[config.mk]
export PLATFORM = sky130hd
export DESIGN_NAME = alu_op_sequencer
export DESIGN_NICKNAME = d
export VERILOG_FILES = /design/src/rtl/alu_pkg.sv /design/src/rtl/alu_cmd_fifo.sv /design/src/rtl/alu_op_sequencer.sv
export SDC_FILE = /design/constraint.sdc
export NUM_CORES = 1
export LEC_CHECK = 0
export ABC_CLOCK_PERIOD_IN_PS = 2660
export CAP_MARGIN = 20
export CORE_MARGIN = 1
export CORE_UTILIZATION = 51
export CTS_CLUSTER_DIAMETER = 120
export DETAILED_ROUTE_END_ITERATION = 12
export GPL_TIMING_DRIVEN = 0
export PLACE_DENSITY = 0.85
export SLEW_MARGIN = 15
export SYNTH_ARGS = -nofsm -noshare
export SYNTH_HDL_FRONTEND = slang
export SYNTH_SLANG_ARGS = --single-unit
[constraint.sdc]
create_clock -name clk -period 2.66 [get_ports clk]
set_clock_uncertainty 0.1 [all_clocks]
set_input_delay 0.532 -clock clk [delete_from_list [all_inputs] [get_ports clk]]
set_output_delay 0.532 -clock clk [all_outputs]
set_load 0.005 [all_outputs]
[src/rtl/alu_pkg.sv]
// Shared definitions for the ALU command front-end: unit-select codes,
// sequencer state encoding and default sizing.
package alu_pkg;

   localparam int DEFAULT_WIDTH = 16;
   localparam int DEFAULT_DEPTH = 4;

   localparam logic [1:0] UNIT_ARITH = 2'b00;
   localparam logic [1:0] UNIT_LOGIC = 2'b01;
   localparam logic [1:0] UNIT_CMP   = 2'b10;
   localparam logic [1:0] UNIT_SHIFT = 2'b11;

   typedef enum logic [1:0] {
      ST_IDLE    = 2'd0,
      ST_ISSUE   = 2'd1,
      ST_CAPTURE = 2'd2,
      ST_HOLD    = 2'd3
   } state_t;

   // Bit n of the result is the enable of the unit whose select code is n.
   function automatic logic [3:0] unit_onehot(input logic [1:0] unit);
      unit_onehot = 4'b0001 << unit;
   endfunction

endpackage

[src/rtl/alu_cmd_fifo.sv]
// Synchronous command FIFO; extra pointer MSB distinguishes full from empty.
module alu_cmd_fifo
   import alu_pkg::*;
#(
   parameter int DATA_W = 2 * DEFAULT_WIDTH + 4,
   parameter int DEPTH  = DEFAULT_DEPTH
) (
   input  logic              clk,
   input  logic              rst,
   input  logic              push,
   input  logic [DATA_W-1:0] push_data,
   input  logic              pop,
   output logic [DATA_W-1:0] pop_data,
   output logic              full,
   output logic              empty
);

   localparam int AW = $clog2(DEPTH);
   localparam logic [AW:0] PTR_ONE = {{AW{1'b0}}, 1'b1};

   logic [DATA_W-1:0] mem [DEPTH];
   logic [AW:0]       wr_ptr_reg;
   logic [AW:0]       rd_ptr_reg;
   logic              push_ok;
   logic              pop_ok;

   assign push_ok = push && !full;
   assign pop_ok  = pop && !empty;

   assign empty = (wr_ptr_reg == rd_ptr_reg);
   assign full  = (wr_ptr_reg[AW] != rd_ptr_reg[AW]) &&
                  (wr_ptr_reg[AW-1:0] == rd_ptr_reg[AW-1:0]);

   // Head is read combinationally so the sequencer can pop and load in one edge.
   assign pop_data = mem[rd_ptr_reg[AW-1:0]];

   always_ff @(posedge clk) begin
      if (push_ok) begin
         mem[wr_ptr_reg[AW-1:0]] <= push_data;
      end
   end

   always_ff @(posedge clk or posedge rst) begin
      if (rst) begin
         wr_ptr_reg <= '0;
         rd_ptr_reg <= '0;
      end else begin
         if (push_ok) begin
            wr_ptr_reg <= wr_ptr_reg + PTR_ONE;
         end
         if (pop_ok) begin
            rd_ptr_reg <= rd_ptr_reg + PTR_ONE;
         end
      end
   end

endmodule

[src/rtl/alu_op_sequencer.sv]
// Command front-end for the 16-bit ALU: buffers commands, issues them to one
// unit for a single cycle, captures the registered result and hands it on.
module alu_op_sequencer
   import alu_pkg::*;
#(
   parameter int WIDTH = DEFAULT_WIDTH,
   parameter int DEPTH = DEFAULT_DEPTH
) (
   input  logic             clk,
   input  logic             rst,
   input  logic             cmd_valid,
   output logic             cmd_ready,
   input  logic [WIDTH-1:0] cmd_a,
   input  logic [WIDTH-1:0] cmd_b,
   input  logic [3:0]       cmd_fun,
   output logic [WIDTH-1:0] A,
   output logic [WIDTH-1:0] B,
   output logic [1:0]       ALU_FUN,
   output logic             Arith_Enable,
   output logic             Logic_Enable,
   output logic             CMP_Enable,
   output logic             Shift_Enable,
   input  logic [WIDTH-1:0] Arith_Out,
   input  logic [WIDTH-1:0] Logic_Out,
   input  logic [WIDTH-1:0] CMP_Out,
   input  logic [WIDTH-1:0] Shift_Out,
   input  logic             Arith_Flag,
   input  logic             Logic_Flag,
   input  logic             CMP_Flag,
   input  logic             Shift_Flag,
   output logic             res_valid,
   input  logic             res_ready,
   output logic [WIDTH-1:0] res_data,
   output logic [1:0]       res_unit,
   output logic             res_err
);

   localparam int CMD_W = 2 * WIDTH + 4;

   logic [CMD_W-1:0] push_data;
   logic [CMD_W-1:0] head;
   logic             fifo_full;
   logic             fifo_empty;
   logic             pop;

   state_t           state_reg;
   state_t           state_next;
   logic             load;
   logic             capture;
   logic             res_done;

   logic [WIDTH-1:0] a_reg;
   logic [WIDTH-1:0] b_reg;
   logic [1:0]       fun_reg;
   logic [1:0]       unit_reg;
   logic [WIDTH-1:0] res_data_reg;
   logic [1:0]       res_unit_reg;
   logic             res_err_reg;
   logic             res_valid_reg;

   logic [WIDTH-1:0] sel_out;
   logic             sel_flag;
   logic [3:0]       enable_vec;

   // Queue entry layout: {fun[3:0], a, b}
   assign push_data = {cmd_fun, cmd_a, cmd_b};
   assign cmd_ready = !fifo_full;

   alu_cmd_fifo #(
      .DATA_W (CMD_W),
      .DEPTH  (DEPTH)
   ) u_fifo (
      .clk       (clk),
      .rst       (rst),
      .push      (cmd_valid && !fifo_full),
      .push_data (push_data),
      .pop       (pop),
      .pop_data  (head),
      .full      (fifo_full),
      .empty     (fifo_empty)
   );

   always_comb begin
      state_next = state_reg;
      pop        = 1'b0;
      load       = 1'b0;
      capture    = 1'b0;
      res_done   = 1'b0;
      case (state_reg)
         ST_IDLE: begin
            if (!fifo_empty) begin
               pop        = 1'b1;
               load       = 1'b1;
               state_next = ST_ISSUE;
            end
         end
         ST_ISSUE: begin
            state_next = ST_CAPTURE;
         end
         ST_CAPTURE: begin
            capture    = 1'b1;
            state_next = ST_HOLD;
         end
         ST_HOLD: begin
            if (res_ready) begin
               res_done = 1'b1;
               // Refill straight from the queue so results keep a 3-cycle cadence.
               if (!fifo_empty) begin
                  pop        = 1'b1;
                  load       = 1'b1;
                  state_next = ST_ISSUE;
               end else begin
                  state_next = ST_IDLE;
               end
            end
         end
         default: state_next = ST_IDLE;
      endcase
   end

   always_comb begin
      sel_out  = Arith_Out;
      sel_flag = Arith_Flag;
      case (unit_reg)
         UNIT_ARITH: begin sel_out = Arith_Out; sel_flag = Arith_Flag; end
         UNIT_LOGIC: begin sel_out = Logic_Out; sel_flag = Logic_Flag; end
         UNIT_CMP:   begin sel_out = CMP_Out;   sel_flag = CMP_Flag;   end
         UNIT_SHIFT: begin sel_out = Shift_Out; sel_flag = Shift_Flag; end
         default:    begin sel_out = Arith_Out; sel_flag = Arith_Flag; end
      endcase
   end

   // Enables come straight from the state register so reset kills them at once.
   assign enable_vec   = (state_reg == ST_ISSUE) ? unit_onehot(unit_reg) : 4'b0000;
   assign Arith_Enable = enable_vec[UNIT_ARITH];
   assign Logic_Enable = enable_vec[UNIT_LOGIC];
   assign CMP_Enable   = enable_vec[UNIT_CMP];
   assign Shift_Enable = enable_vec[UNIT_SHIFT];

   always_ff @(posedge clk or posedge rst) begin
      if (rst) begin
         state_reg     <= ST_IDLE;
         a_reg         <= '0;
         b_reg         <= '0;
         fun_reg       <= '0;
         unit_reg      <= '0;
         res_data_reg  <= '0;
         res_unit_reg  <= '0;
         res_err_reg   <= 1'b0;
         res_valid_reg <= 1'b0;
      end else begin
         state_reg <= state_next;
         if (load) begin
            b_reg    <= head[WIDTH-1:0];
            a_reg    <= head[2*WIDTH-1:WIDTH];
            fun_reg  <= head[CMD_W-3:CMD_W-4];
            unit_reg <= head[CMD_W-1:CMD_W-2];
         end
         if (capture) begin
            res_data_reg  <= sel_out;
            res_unit_reg  <= unit_reg;
            res_err_reg   <= !sel_flag;
            res_valid_reg <= 1'b1;
         end else if (res_done) begin
            res_valid_reg <= 1'b0;
         end
      end
   end

   assign A         = a_reg;
   assign B         = b_reg;
   assign ALU_FUN   = fun_reg;
   assign res_data  = res_data_reg;
   assign res_unit  = res_unit_reg;
   assign res_err   = res_err_reg;
   assign res_valid = res_valid_reg;

endmodule

==> results.toml <==
[outcome]
status = "completed"

[grt]
grt_max_degree = 39
grt_usage_pct = 20.8
grt_antenna_before_repair = 0
grt_pass1_vias = 4777
overflow = 0
grt_pass1_wl_um = 25600

[synth]
synth_fp_nets = 502
synthFlopType = "edfxtp_1"
synth-edff-count = 144
synth_top_area_cell = "edfxtp_1"
yosysUniqueCellTypes = 29
netlist_instances = 384
synthTopCellsByArea = "edfxtp_1 53%, dfrtp_1 19%, mux4_2 15%"
yosysTopAreaCellShare_pct = 52.6
async_flop_share_pct = 30.8
netlist_area_um2 = 8210
ys_seq_area_share_pct = 72.1
ys_seq_elements = 208
yosys_warnings = 0
avgSynthCellArea_um2 = 21.4

[floorplan]
floorplan.initialDensity_pct = 51.9
placement_rows = 46
fp.dieH_um = 129
dieArea_um2 = 16600
ios = 167
die_w_um = 129
core_area_um2 = 15800

[sta]
hold_slack_ps = 286
hold_violations = 0
relSlewSlack_pct = 56.3
setup_viol = 0
tightest_slew_ps = 656
fmax_mhz = 382
period_needed_ps = 2620
fin_crit_sh_pct = 98.3
maxSlewViolCount = 0

[setup_path]
path_class = "reg2out"
cp-start-kind = "flip-flop"
critPathArrivalTime_ps = 1980
cp-end-kind = "output pin"
crit_required_ps = 2030
cp_max_fo = 5

[power_and_ir_drop]
power.leakage_nw = 3.94
ir_drop_uv = 722
power-per-cell-area_nw_per_um2 = 1150
power_mw = 12.7

[clock_network]
cts_hold_buffers = 0
cts-root-buf = "clkbuf_16"
numCtsBuffers = 22
clk_pin_slew_ps = 60
cts_tree = "built"
worst_skew_pair.late_latency_ps = 500
cts_num_sinks = 208
cts_max_level = 1
clockBufferDepth = 3

[finish]
n_antenna_cell = 0
fillers = 999
final_nets = 698
syn_to_final_growth_pct = 34.2
drive_gt1_share_pct = 27.7
multi_input_area_um2 = 2200
largest_reg_flops = 144
regArea_um2 = 5930
mostFrequentLayoutCells = "166 x clkdlybuf4s50_1, 144 x edfxtp_1, 64 x dfrtp_1"
final_common_cell = "clkdlybuf4s50_1"

[route]
antenna_left = 0
wl_per_cell_um = 20.9
dr.first_iter.drc_count = 149
wl_um = 17000
vias_per_cell = 5.37
firstDrtPassIters = 4
vias = 4359
drcViolationCount = 0

[run]
cap_violations = 0

[placement]
gp_congestion = 0.714
port_buffers = 166
hpwlAfterDp_um = 11500

[worst_hold_path]
hold_path.class = "in2async"
## power by group
part | switching [mW] | internal [mW] | total (mW)
logic | 1.93 | 2.75 | 4.69
clock network | 1.20 | 1.80 | 3.00
registers | 0.468 | 4.56 | 5.03
total | 3.60 | 9.12 | 12.7
## worst paths after layout
kind                                       from                   end  slack (ps)  cells past startpoint
max                        u_fifo.wr_ptr_reg[2]             cmd_ready          40                      3
max in group asynchronous                   rst  u_fifo.rd_ptr_reg[1]        1640                      3
max reg2reg                        state_reg[0]                  A[3]         330                      7
min in group clk                      res_valid             res_valid         380                      1
min reg2reg                           res_valid             res_valid         380                      1
min                                         rst                  B[2]         290                      2
## synth_stat cells (3+ instances only)
master and count:
buf_2 8, xnor2_1 5, nand2_1 5, inv_1 5, edfxtp_1 144, and3_1 5, ha_1 10, mux2_1 10
buf_4 3, clkbuf_1 6, mux2_2 46, dfrtp_1 64, mux4_2 53
## critical path, stage by stage, from the launching register on
cell and delay [ps]:
dfrtp_1 420, xnor2_2 260, nand3b_1 240, clkdlybuf4s50_1 560
## routing by layer
layer	GRT usage, %	part of all wire, %
met5	0	0
met4	5.19	1.8
met3	5.49	8.9
met2	39.1	52
met1	23.5	37
## metrics by stage
step / utilization [%] / setup WS [ps] / area, um^2 / setup TNS [ps] / std cells
after CTS: 69.5 / 13.8 / 11000 / 0 / 810
after global routing: 69.7 / -20.5 / 11000 / -20.5 / 812
final: 69.7 / 44.6 / 11000 / 0 / 812
after floorplan: - / 293 / 8210 / 0 / 384
after detailed placement: 64.8 / 24.2 / 10300 / 0 / 771
after global placement: 64.1 / -917 / 10100 / -131270 / 766
## final cells by class
type / count / share of cell area [%]
tap: 216 / 2.45
inverter: 5 / 0.193
clock buffer: 26 / 5.41
multi-input combinational: 152 / 20.0
clock inverter: 14 / 1.19
sequential: 208 / 53.7
timing repair buffer: 173 / 16.1
buffer: 18 / 0.897
## cells by family (layout without fill, tap and decap cells)
family | count (synthesis) | after routing | synth area share [%]
compound gates | 9 | 9 | 0.807
xor+xnor | 7 | 7 | 0.746
fa+ha+maj | 10 | 10 | 1.52
buf+inv | 24 | 236 | 1.45
flops | 208 | 208 | 72.1
mux | 109 | 109 | 22.2
simple gates | 17 | 17 | 1.13
## what timing repair did
item	in CTS	in global routing
gates resized for setup	5	2
pin swaps	0	1
buffers inserted	0	2
endpoints found under the setup margin	5	3
Note: power is estimated with default switching activity, not from simulation.
